## config.mk

```make
export PLATFORM = sky130hd
export DESIGN_NAME = ps2_rx_ctrl_flat
export DESIGN_NICKNAME = d
export VERILOG_FILES = /design/src/rtl/ps2_rx_ctrl_pkg.sv /design/src/rtl/ps2_rx_ctrl_if.sv /design/src/rtl/ps2_fifo.sv /design/src/rtl/ps2_rx_ctrl.sv /design/src/flat_wrapper.sv
export SDC_FILE = /design/constraint.sdc
export NUM_CORES = 1
export LEC_CHECK = 0
export BUFFER_PORTS_ARGS = -buffer_cell sky130_fd_sc_hd__clkbuf_2
export CORE_MARGIN = 1.5
export CORE_UTILIZATION = 60
export CTS_CLUSTER_SIZE = 30
export DETAILED_ROUTE_END_ITERATION = 6
export HOLD_SLACK_MARGIN = 0.08
export PLACE_DENSITY = 0.8
export SLEW_MARGIN = 20
export SYNTH_ARGS = -nofsm -noshare
export SYNTH_HDL_FRONTEND = slang
export SYNTH_HIERARCHICAL = 1
export SYNTH_SLANG_ARGS = --single-unit
```

## constraint.sdc

```tcl
create_clock -name clk -period 4.1 [get_ports clk]
set_input_delay 0.41 -clock clk [delete_from_list [all_inputs] [get_ports clk]]
set_output_delay 0.41 -clock clk [all_outputs]
set_load 0.03 [all_outputs]
```

## src/rtl/ps2_rx_ctrl_pkg.sv

```systemverilog
// Shared types and constants for the PS/2 keyboard receive controller.
package ps2_pkg;

  typedef enum logic [1:0] {
    ST_IDLE   = 2'd0,
    ST_DATA   = 2'd1,
    ST_PARITY = 2'd2,
    ST_STOP   = 2'd3
  } ps2_state_e;

  localparam logic ADDR_DATA = 1'b0;
  localparam logic ADDR_STAT = 1'b1;

  localparam int STAT_NE    = 0;
  localparam int STAT_FULL  = 1;
  localparam int STAT_PERR  = 2;
  localparam int STAT_FERR  = 3;
  localparam int STAT_OVF   = 4;
  localparam int STAT_TOERR = 5;
  localparam int STAT_IRQEN = 7;

  // PS/2 uses odd parity: data plus parity bit must hold an odd number of ones.
  function automatic logic parity_ok(input logic [7:0] data, input logic par);
    return ^{data, par};
  endfunction

endpackage

```

## src/rtl/ps2_rx_ctrl_if.sv

```systemverilog
// CPU-side slave bus of the PS/2 receive controller.
interface ps2_rx_ctrl_if;
  logic       s_cs_n;
  logic       s_address;
  logic       s_read;
  logic       s_write;
  logic [7:0] s_writedata;
  logic [7:0] s_readdata;

  modport master (
    output s_cs_n, s_address, s_read, s_write, s_writedata,
    input  s_readdata
  );

  modport slave (
    input  s_cs_n, s_address, s_read, s_write, s_writedata,
    output s_readdata
  );
endinterface

```

## src/rtl/ps2_fifo.sv

```systemverilog
// Synchronous scancode FIFO; extra pointer MSB separates full from empty on wrap.
module ps2_fifo #(
  parameter int DEPTH = 8,
  parameter int WIDTH = 8
) (
  input  logic             clk,
  input  logic             reset_n,
  input  logic             push,
  input  logic             pop,
  input  logic [WIDTH-1:0] din,
  output logic [WIDTH-1:0] dout,
  output logic             full,
  output logic             empty
);
  localparam int AW = $clog2(DEPTH);

  logic [WIDTH-1:0] mem_r [DEPTH];
  logic [AW:0]      wr_ptr_r;
  logic [AW:0]      rd_ptr_r;
  logic             do_push_s;
  logic             do_pop_s;

  assign empty     = (wr_ptr_r == rd_ptr_r);
  assign full      = (wr_ptr_r[AW] != rd_ptr_r[AW]) && (wr_ptr_r[AW-1:0] == rd_ptr_r[AW-1:0]);
  assign do_pop_s  = pop & ~empty;
  // A pop in the same cycle frees the slot a push into a full FIFO needs.
  assign do_push_s = push & (~full | do_pop_s);
  assign dout      = mem_r[rd_ptr_r[AW-1:0]];

  // Pointer update
  always_ff @(posedge clk or negedge reset_n) begin
    if (!reset_n) begin
      wr_ptr_r <= '0;
      rd_ptr_r <= '0;
    end else begin
      if (do_push_s) wr_ptr_r <= wr_ptr_r + 1'b1;
      if (do_pop_s)  rd_ptr_r <= rd_ptr_r + 1'b1;
    end
  end

  // Storage write
  always_ff @(posedge clk) begin
    if (do_push_s) mem_r[wr_ptr_r[AW-1:0]] <= din;
  end
endmodule

```

## src/rtl/ps2_rx_ctrl.sv

```systemverilog
// PS/2 keyboard receiver: clock conditioning, frame FSM with watchdog,
// scancode FIFO, status/control registers and maskable interrupt.
module ps2_rx_ctrl
  import ps2_pkg::*;
#(
  parameter int FIFO_DEPTH = 8,
  parameter int FILT_LEN   = 8,
  parameter int TIMEOUT    = 50000
) (
  input  logic          clk,
  input  logic          reset_n,
  ps2_rx_ctrl_if.slave  bus,
  output logic          irq,
  input  logic          kc,
  input  logic          kd
);
  localparam int FW = (FILT_LEN > 1) ? $clog2(FILT_LEN) : 1;
  localparam int WW = $clog2(TIMEOUT + 1);
  localparam logic [FW-1:0] FILT_MAX = FW'(FILT_LEN - 1);
  localparam logic [WW-1:0] WD_MAX   = WW'(TIMEOUT - 1);

  logic kc_meta_r, kc_sync_r, kd_meta_r, kd_sync_r;
  logic kc_f_r, kc_f_d_r, fall_s;
  logic [FW-1:0] filt_cnt_r;
  logic [WW-1:0] wd_cnt_r;

  ps2_state_e state_r, state_nxt_s, fsm_nxt_s;
  logic [2:0] bit_cnt_r;
  logic [7:0] shift_r;
  logic       par_r;
  logic       timeout_s, push_s, perr_set_s, ferr_set_s;

  logic rd_s, wr_s, pop_s, ctrl_wr_s, fifo_push_s, ovf_set_s;
  logic fifo_full_s, fifo_empty_s;
  logic [7:0] fifo_dout_s, status_s;
  logic perr_r, ferr_r, ovf_r, toerr_r, irq_en_r, irq_r;
  logic unused_wdata_s;

  // Two-flop synchronisers, idle high
  always_ff @(posedge clk or negedge reset_n) begin
    if (!reset_n) begin
      kc_meta_r <= 1'b1;
      kc_sync_r <= 1'b1;
      kd_meta_r <= 1'b1;
      kd_sync_r <= 1'b1;
    end else begin
      kc_meta_r <= kc;
      kc_sync_r <= kc_meta_r;
      kd_meta_r <= kd;
      kd_sync_r <= kd_meta_r;
    end
  end

  // Clock filter: adopt the synced value after FILT_LEN stable cycles
  always_ff @(posedge clk or negedge reset_n) begin
    if (!reset_n) begin
      kc_f_r     <= 1'b1;
      kc_f_d_r   <= 1'b1;
      filt_cnt_r <= '0;
    end else begin
      kc_f_d_r <= kc_f_r;
      if (kc_sync_r != kc_f_r) begin
        if (filt_cnt_r == FILT_MAX) begin
          kc_f_r     <= kc_sync_r;
          filt_cnt_r <= '0;
        end else begin
          filt_cnt_r <= filt_cnt_r + 1'b1;
        end
      end else begin
        filt_cnt_r <= '0;
      end
    end
  end

  assign fall_s = kc_f_d_r & ~kc_f_r;

  // FSM state register
  always_ff @(posedge clk or negedge reset_n) begin
    if (!reset_n) state_r <= ST_IDLE;
    else          state_r <= state_nxt_s;
  end

  // FSM next state and frame verdict
  always_comb begin
    fsm_nxt_s  = state_r;
    push_s     = 1'b0;
    perr_set_s = 1'b0;
    ferr_set_s = 1'b0;
    timeout_s  = (state_r != ST_IDLE) && !fall_s && (wd_cnt_r == WD_MAX);
    case (state_r)
      ST_IDLE:   fsm_nxt_s = (fall_s && !kd_sync_r) ? ST_DATA : ST_IDLE;
      ST_DATA:   fsm_nxt_s = (fall_s && (bit_cnt_r == 3'd7)) ? ST_PARITY : ST_DATA;
      ST_PARITY: fsm_nxt_s = fall_s ? ST_STOP : ST_PARITY;
      ST_STOP: begin
        if (fall_s) begin
          fsm_nxt_s = ST_IDLE;
          if (!parity_ok(shift_r, par_r)) perr_set_s = 1'b1;
          else if (!kd_sync_r)            ferr_set_s = 1'b1;
          else                            push_s     = 1'b1;
        end else begin
          fsm_nxt_s = ST_STOP;
        end
      end
      default:   fsm_nxt_s = ST_IDLE;
    endcase
    state_nxt_s = timeout_s ? ST_IDLE : fsm_nxt_s;
  end

  // Frame datapath: bit counter, LSB-first shifter, parity capture
  always_ff @(posedge clk or negedge reset_n) begin
    if (!reset_n) begin
      bit_cnt_r <= 3'd0;
      shift_r   <= 8'h00;
      par_r     <= 1'b0;
    end else if (fall_s) begin
      case (state_r)
        ST_IDLE:   bit_cnt_r <= 3'd0;
        ST_DATA: begin
          shift_r   <= {kd_sync_r, shift_r[7:1]};
          bit_cnt_r <= bit_cnt_r + 1'b1;
        end
        ST_PARITY: par_r <= kd_sync_r;
        default:   par_r <= par_r;
      endcase
    end
  end

  // Watchdog: cycles since the last fall while a frame is open
  always_ff @(posedge clk or negedge reset_n) begin
    if (!reset_n)                             wd_cnt_r <= '0;
    else if (state_r == ST_IDLE || fall_s)    wd_cnt_r <= '0;
    else if (wd_cnt_r != WD_MAX)              wd_cnt_r <= wd_cnt_r + 1'b1;
  end

  // Bus decode; a write colliding with a read is dropped
  assign rd_s        = ~bus.s_cs_n & bus.s_read;
  assign wr_s        = ~bus.s_cs_n & bus.s_write & ~bus.s_read;
  assign pop_s       = rd_s & (bus.s_address == ADDR_DATA) & ~fifo_empty_s;
  assign ctrl_wr_s   = wr_s & (bus.s_address == ADDR_STAT);
  assign fifo_push_s = push_s & (~fifo_full_s | pop_s);
  assign ovf_set_s   = push_s & fifo_full_s & ~pop_s;
  assign unused_wdata_s = ^{bus.s_writedata[6], bus.s_writedata[1:0]};

  ps2_fifo #(.DEPTH(FIFO_DEPTH), .WIDTH(8)) u_fifo (
    .clk     (clk),
    .reset_n (reset_n),
    .push    (fifo_push_s),
    .pop     (pop_s),
    .din     (shift_r),
    .dout    (fifo_dout_s),
    .full    (fifo_full_s),
    .empty   (fifo_empty_s)
  );

  // Sticky flags (set beats W1C), IRQ enable and registered interrupt
  always_ff @(posedge clk or negedge reset_n) begin
    if (!reset_n) begin
      perr_r   <= 1'b0;
      ferr_r   <= 1'b0;
      ovf_r    <= 1'b0;
      toerr_r  <= 1'b0;
      irq_en_r <= 1'b0;
      irq_r    <= 1'b0;
    end else begin
      perr_r  <= perr_set_s | (perr_r  & ~(ctrl_wr_s & bus.s_writedata[STAT_PERR]));
      ferr_r  <= ferr_set_s | (ferr_r  & ~(ctrl_wr_s & bus.s_writedata[STAT_FERR]));
      ovf_r   <= ovf_set_s  | (ovf_r   & ~(ctrl_wr_s & bus.s_writedata[STAT_OVF]));
      toerr_r <= timeout_s  | (toerr_r & ~(ctrl_wr_s & bus.s_writedata[STAT_TOERR]));
      irq_en_r <= ctrl_wr_s ? bus.s_writedata[STAT_IRQEN] : irq_en_r;
      irq_r   <= irq_en_r & (~fifo_empty_s | perr_r | ferr_r | ovf_r | toerr_r);
    end
  end

  assign irq = irq_r;

  // Status word and read-data mux
  always_comb begin
    status_s             = 8'h00;
    status_s[STAT_NE]    = ~fifo_empty_s;
    status_s[STAT_FULL]  = fifo_full_s;
    status_s[STAT_PERR]  = perr_r;
    status_s[STAT_FERR]  = ferr_r;
    status_s[STAT_OVF]   = ovf_r;
    status_s[STAT_TOERR] = toerr_r;
    status_s[STAT_IRQEN] = irq_en_r;
    if (bus.s_address == ADDR_DATA) bus.s_readdata = fifo_empty_s ? 8'h00 : fifo_dout_s;
    else                            bus.s_readdata = status_s;
  end
endmodule

```

## src/flat_wrapper.sv

```systemverilog
// flat-port wrapper written by rule: the top's interface ports become plain ports
module ps2_rx_ctrl_flat import ps2_pkg::*;
#(
  parameter int FIFO_DEPTH = 8,
  parameter int FILT_LEN   = 8,
  parameter int TIMEOUT    = 50000
)
  (clk, reset_n, irq, kc, kd, bus_s_cs_n, bus_s_address, bus_s_read, bus_s_write, bus_s_writedata, bus_s_readdata);
  ps2_rx_ctrl_if bus_i ();
  input  logic clk;
  input  logic reset_n;
  output logic irq;
  input  logic kc;
  input  logic kd;
  input wire logic [$bits(bus_i.s_cs_n)-1:0] bus_s_cs_n;
  input wire logic [$bits(bus_i.s_address)-1:0] bus_s_address;
  input wire logic [$bits(bus_i.s_read)-1:0] bus_s_read;
  input wire logic [$bits(bus_i.s_write)-1:0] bus_s_write;
  input wire logic [$bits(bus_i.s_writedata)-1:0] bus_s_writedata;
  output wire logic [$bits(bus_i.s_readdata)-1:0] bus_s_readdata;
  assign bus_i.s_cs_n = bus_s_cs_n;
  assign bus_i.s_address = bus_s_address;
  assign bus_i.s_read = bus_s_read;
  assign bus_i.s_write = bus_s_write;
  assign bus_i.s_writedata = bus_s_writedata;
  assign bus_s_readdata = bus_i.s_readdata;
  ps2_rx_ctrl #(.FIFO_DEPTH(FIFO_DEPTH), .FILT_LEN(FILT_LEN), .TIMEOUT(TIMEOUT)) u_core (.clk(clk), .reset_n(reset_n), .bus(bus_i), .irq(irq), .kc(kc), .kd(kd));
endmodule
```

==> impl_metrics.yaml <==
timing:
  fin_crit_sh: 0.7914
  setup-violations-final: 0
  period_needed_ps: 3245
  setup_tns_ps: 0
  timing.fmax_mhz: 308.2
  finClkSkew_ps: 10.59
  finalHoldViolCount: 0
  relSlewSlack: 0.3422
  finalMaxSlewViolations: 0
  rsz0062_at_grt: "false"
  setup_slack_ps: 855.1
  tightest_slew_ps: 973.4
power:
  intPower_mw: 2.515
  vdd_drop_max_mv: 0.4097
  power_switching_mw: 0.7069
  power.leakage_nw: 2.412
  p_seq_frac: 0.431
  pwr-share-comb: 0.070
  p_per_area_nw_per_um2: 525.7
  switching_share: 0.2194
  power_mw: 3.221
  clockPowerShare: 0.500
logic_synthesis:
  synth_area_leaders: "edfxtp_1 37%, dfrtp_1 23%, mux4_1 4.0%, mux4_2 3.5%, dfstp_2 3.0%"
  yosys.area.top_type: "edfxtp_1"
  synth-async-reset-ratio: 0.4530
  syn-cell-area_sq_um: 5200
  synth_nets: 364
  yosys-top-cells-count: "64 x edfxtp_1, 47 x dfrtp_1, 25 x nand2_1, 25 x nor2_1, 17 x xnor2_1"
  avgSynthCellArea_sq_um: 15.25
  ys_seq_elements: 117
  synth_cell_types: 56
  synth_warnings: 6
  synthFlopType: "edfxtp_1"
  syn_inst: 341
  yosys.cell_count.top_type: "edfxtp_1"
  yosysSeqAreaShare: 0.6261
  synth-edff-count: 64
  netlist.area_leader.share: 0.3696
clock_tree:
  htree_levels: 4
  cts_made_buffers: 17
  cts_tree: "built"
  clock_path_buffers: 2
  clk_pin_slew_ps: 50
  cts.repair.resized: 0
  hold_buffers: 3
  clock-sinks: 117
  post_cts_buffers: 0
  worstSkewPairLatency_ps: 510
  cts-root-buf: "clkbuf_8"
critical_path:
  end_kind: "flop"
  crit_path_max_fanout: 11
  startpoint_type: "flop"
  crit_type: "flop to flop"
  crit_arrival_ps: 3380
  required_ps: 4240
cells_and_area:
  seqCellArea_sq_um: 3256
  area_delta_synth_final_pct: 17.85
  antenna_cells: 0
  nNetsFinal: 407
  stdcell_area_sq_um: 6128
  drive_gt1_frac: 0.2796
  multi_input_area_sq_um: 1846
  fillers: 472
grt:
  grt_pass1_wl_um: 15210
  first_global_vias: 2991
  grt_max_degree: 54
  antenna_found_initial: 0
  gr-usage-all-layers: 0.2351
  grt-ovfl-total: 0
place:
  place_area_sq_um: 5446
  place_congestion: 0.8022
  hpwlAfterDp_um: 6165
  port_buffers: 21
  dp_slack_ps: 932.7
floorplanning:
  dieArea_sq_um: 9234
  initial_core_util: 0.6266
  std_cell_rows: 33
  fp.dieH_um: 96.10
  num_io_pins: 25
  core_sq_um: 8299
  die_w_um: 96.10
flow_run:
  drv_cap: 0
drt:
  drtIter0Drc: 184
  viasPerCell: 6.072
  wl_per_cell_um: 19.64
  vias: 3048
  wl_um: 9859
  drcViolationCount: 0
  ant_nets: 0
  first_pass_iters: 4
run_status:
  outcome: "completed"
worst_hold_path:
  hold_class: "input port to flop"
path summary, 6_finish.rpt:
path | from | endpoint | cells after the start | slack, ps
worst max-delay path | u_core/shift_r[1]$_DFFE_PN0P_ | u_core/u_fifo/mem_r[3][1]$_DFFE_PP_ | 8 | 860
worst max register to register | u_core/shift_r[1]$_DFFE_PN0P_ | u_core/u_fifo/mem_r[3][1]$_DFFE_PP_ | 8 | 860
max in group asynchronous | reset_n | u_core/shift_r[1]$_DFFE_PN0P_ | 3 | 3060
min in group asynchronous | reset_n | u_core/irq$_DFF_PN0_ | 3 | 560
worst min-delay path | bus_s_writedata[7] | u_core/irq_en_r$_DFFE_PN0N_ | 2 | 140
worst min register to register | u_core/kd_meta_r$_DFF_PN1_ | u_core/kd_sync_r$_DFF_PN1_ | 0 | 360
cell type report:
type                    instances  share of cell area
repair buffers                 37             0.03797
inverters                       4            0.002450
flip-flops and latches        117              0.5312
multi-input cells             207              0.3011
clock inverters                15             0.03818
clock buffers                  17             0.06758
well taps                     105             0.02144
flip-flops by register name, indices dropped and copies added, names as in the netlist, 2 cells and up:
register,count
u_core/u_fifo/wr_ptr_r,4
u_core/filt_cnt_r,3
u_core/bit_cnt_r,3
u_core/u_fifo/mem_r,64
u_core/state_r,2
u_core/shift_r,8
u_core/wd_cnt_r,16
u_core/u_fifo/rd_ptr_r,4
stage by stage:
stage,util,hold slack [ps],std cells
global route,0.7384,132.7,502
finish,0.7384,136.6,502
CTS,0.7380,118.4,502
detailed placement,0.6563,348.4,467
global placement,0.6563,347.1,467
floorplan,-,114.4,341
worst max-delay path, cell delays in order (launching register included):
cell,delay [ps]
dfrtp_1,510
xnor2_1,250
xnor3_1,430
xnor2_1,240
and4_1,280
nor3b_1,220
buf_4,200
nand3b_1,130
nor2_1,610
logic make-up (layout without fill, tap and decap cells):
| kind of cell | count (synthesis) | in the layout | synth area share |
|---|---|---|---|
| flops | 117 | 117 | 0.6261 |
| simple gates | 101 | 101 | 0.1035 |
| mux | 38 | 38 | 0.1285 |
| compound gates | 33 | 33 | 0.05149 |
| xor+xnor | 28 | 28 | 0.05269 |
| buf+inv | 17 | 73 | 0.02093 |
| fa+ha+maj | 7 | 7 | 0.01684 |
power groups by stage:
stage               clock (mW)  sequential [mW]  combinational, mW
floorplan                    0             1.38              0.164
global placement             0             1.40              0.205
detailed placement           0             1.40              0.216
CTS                       1.63             1.39              0.224
global route              1.68             1.40              0.251
finish                    1.61             1.39              0.224
placed cells by master, fill, tap and decap left out, types with 4 or more instances in the layout:
cell type / netlist / final
a22o_1: 7 / 7
mux4_2: 8 / 8
clkbuf_16: 0 / 16
mux2_4: 8 / 8
ha_1: 7 / 7
xor2_1: 8 / 8
inv_1: 4 / 4
or3_1: 5 / 5
dfrtp_1: 47 / 47
bufinv_16: 0 / 6
nor2_1: 25 / 25
nand4_1: 5 / 5
mux2_2: 12 / 12
xnor2_1: 17 / 17
mux4_1: 8 / 8
nor4_1: 4 / 4
a21oi_1: 6 / 6
edfxtp_1: 64 / 64
nor3_1: 5 / 5
nand3_1: 7 / 7
dfstp_2: 6 / 6
buf_4: 0 / 13
o21ai_0: 6 / 6
nand2_1: 25 / 25
clkbuf_2: 0 / 21
layer usage:
layer,vias up,global-route usage,routed length (um)
met1,1551,0.2912,4095
met4,0,0.1091,176
met3,16,0.07425,532
met5,-,0,0
met2,99,0.3779,5054
li1,1382,-,-
No activity file was read; power rests on OpenSTA's default activity.
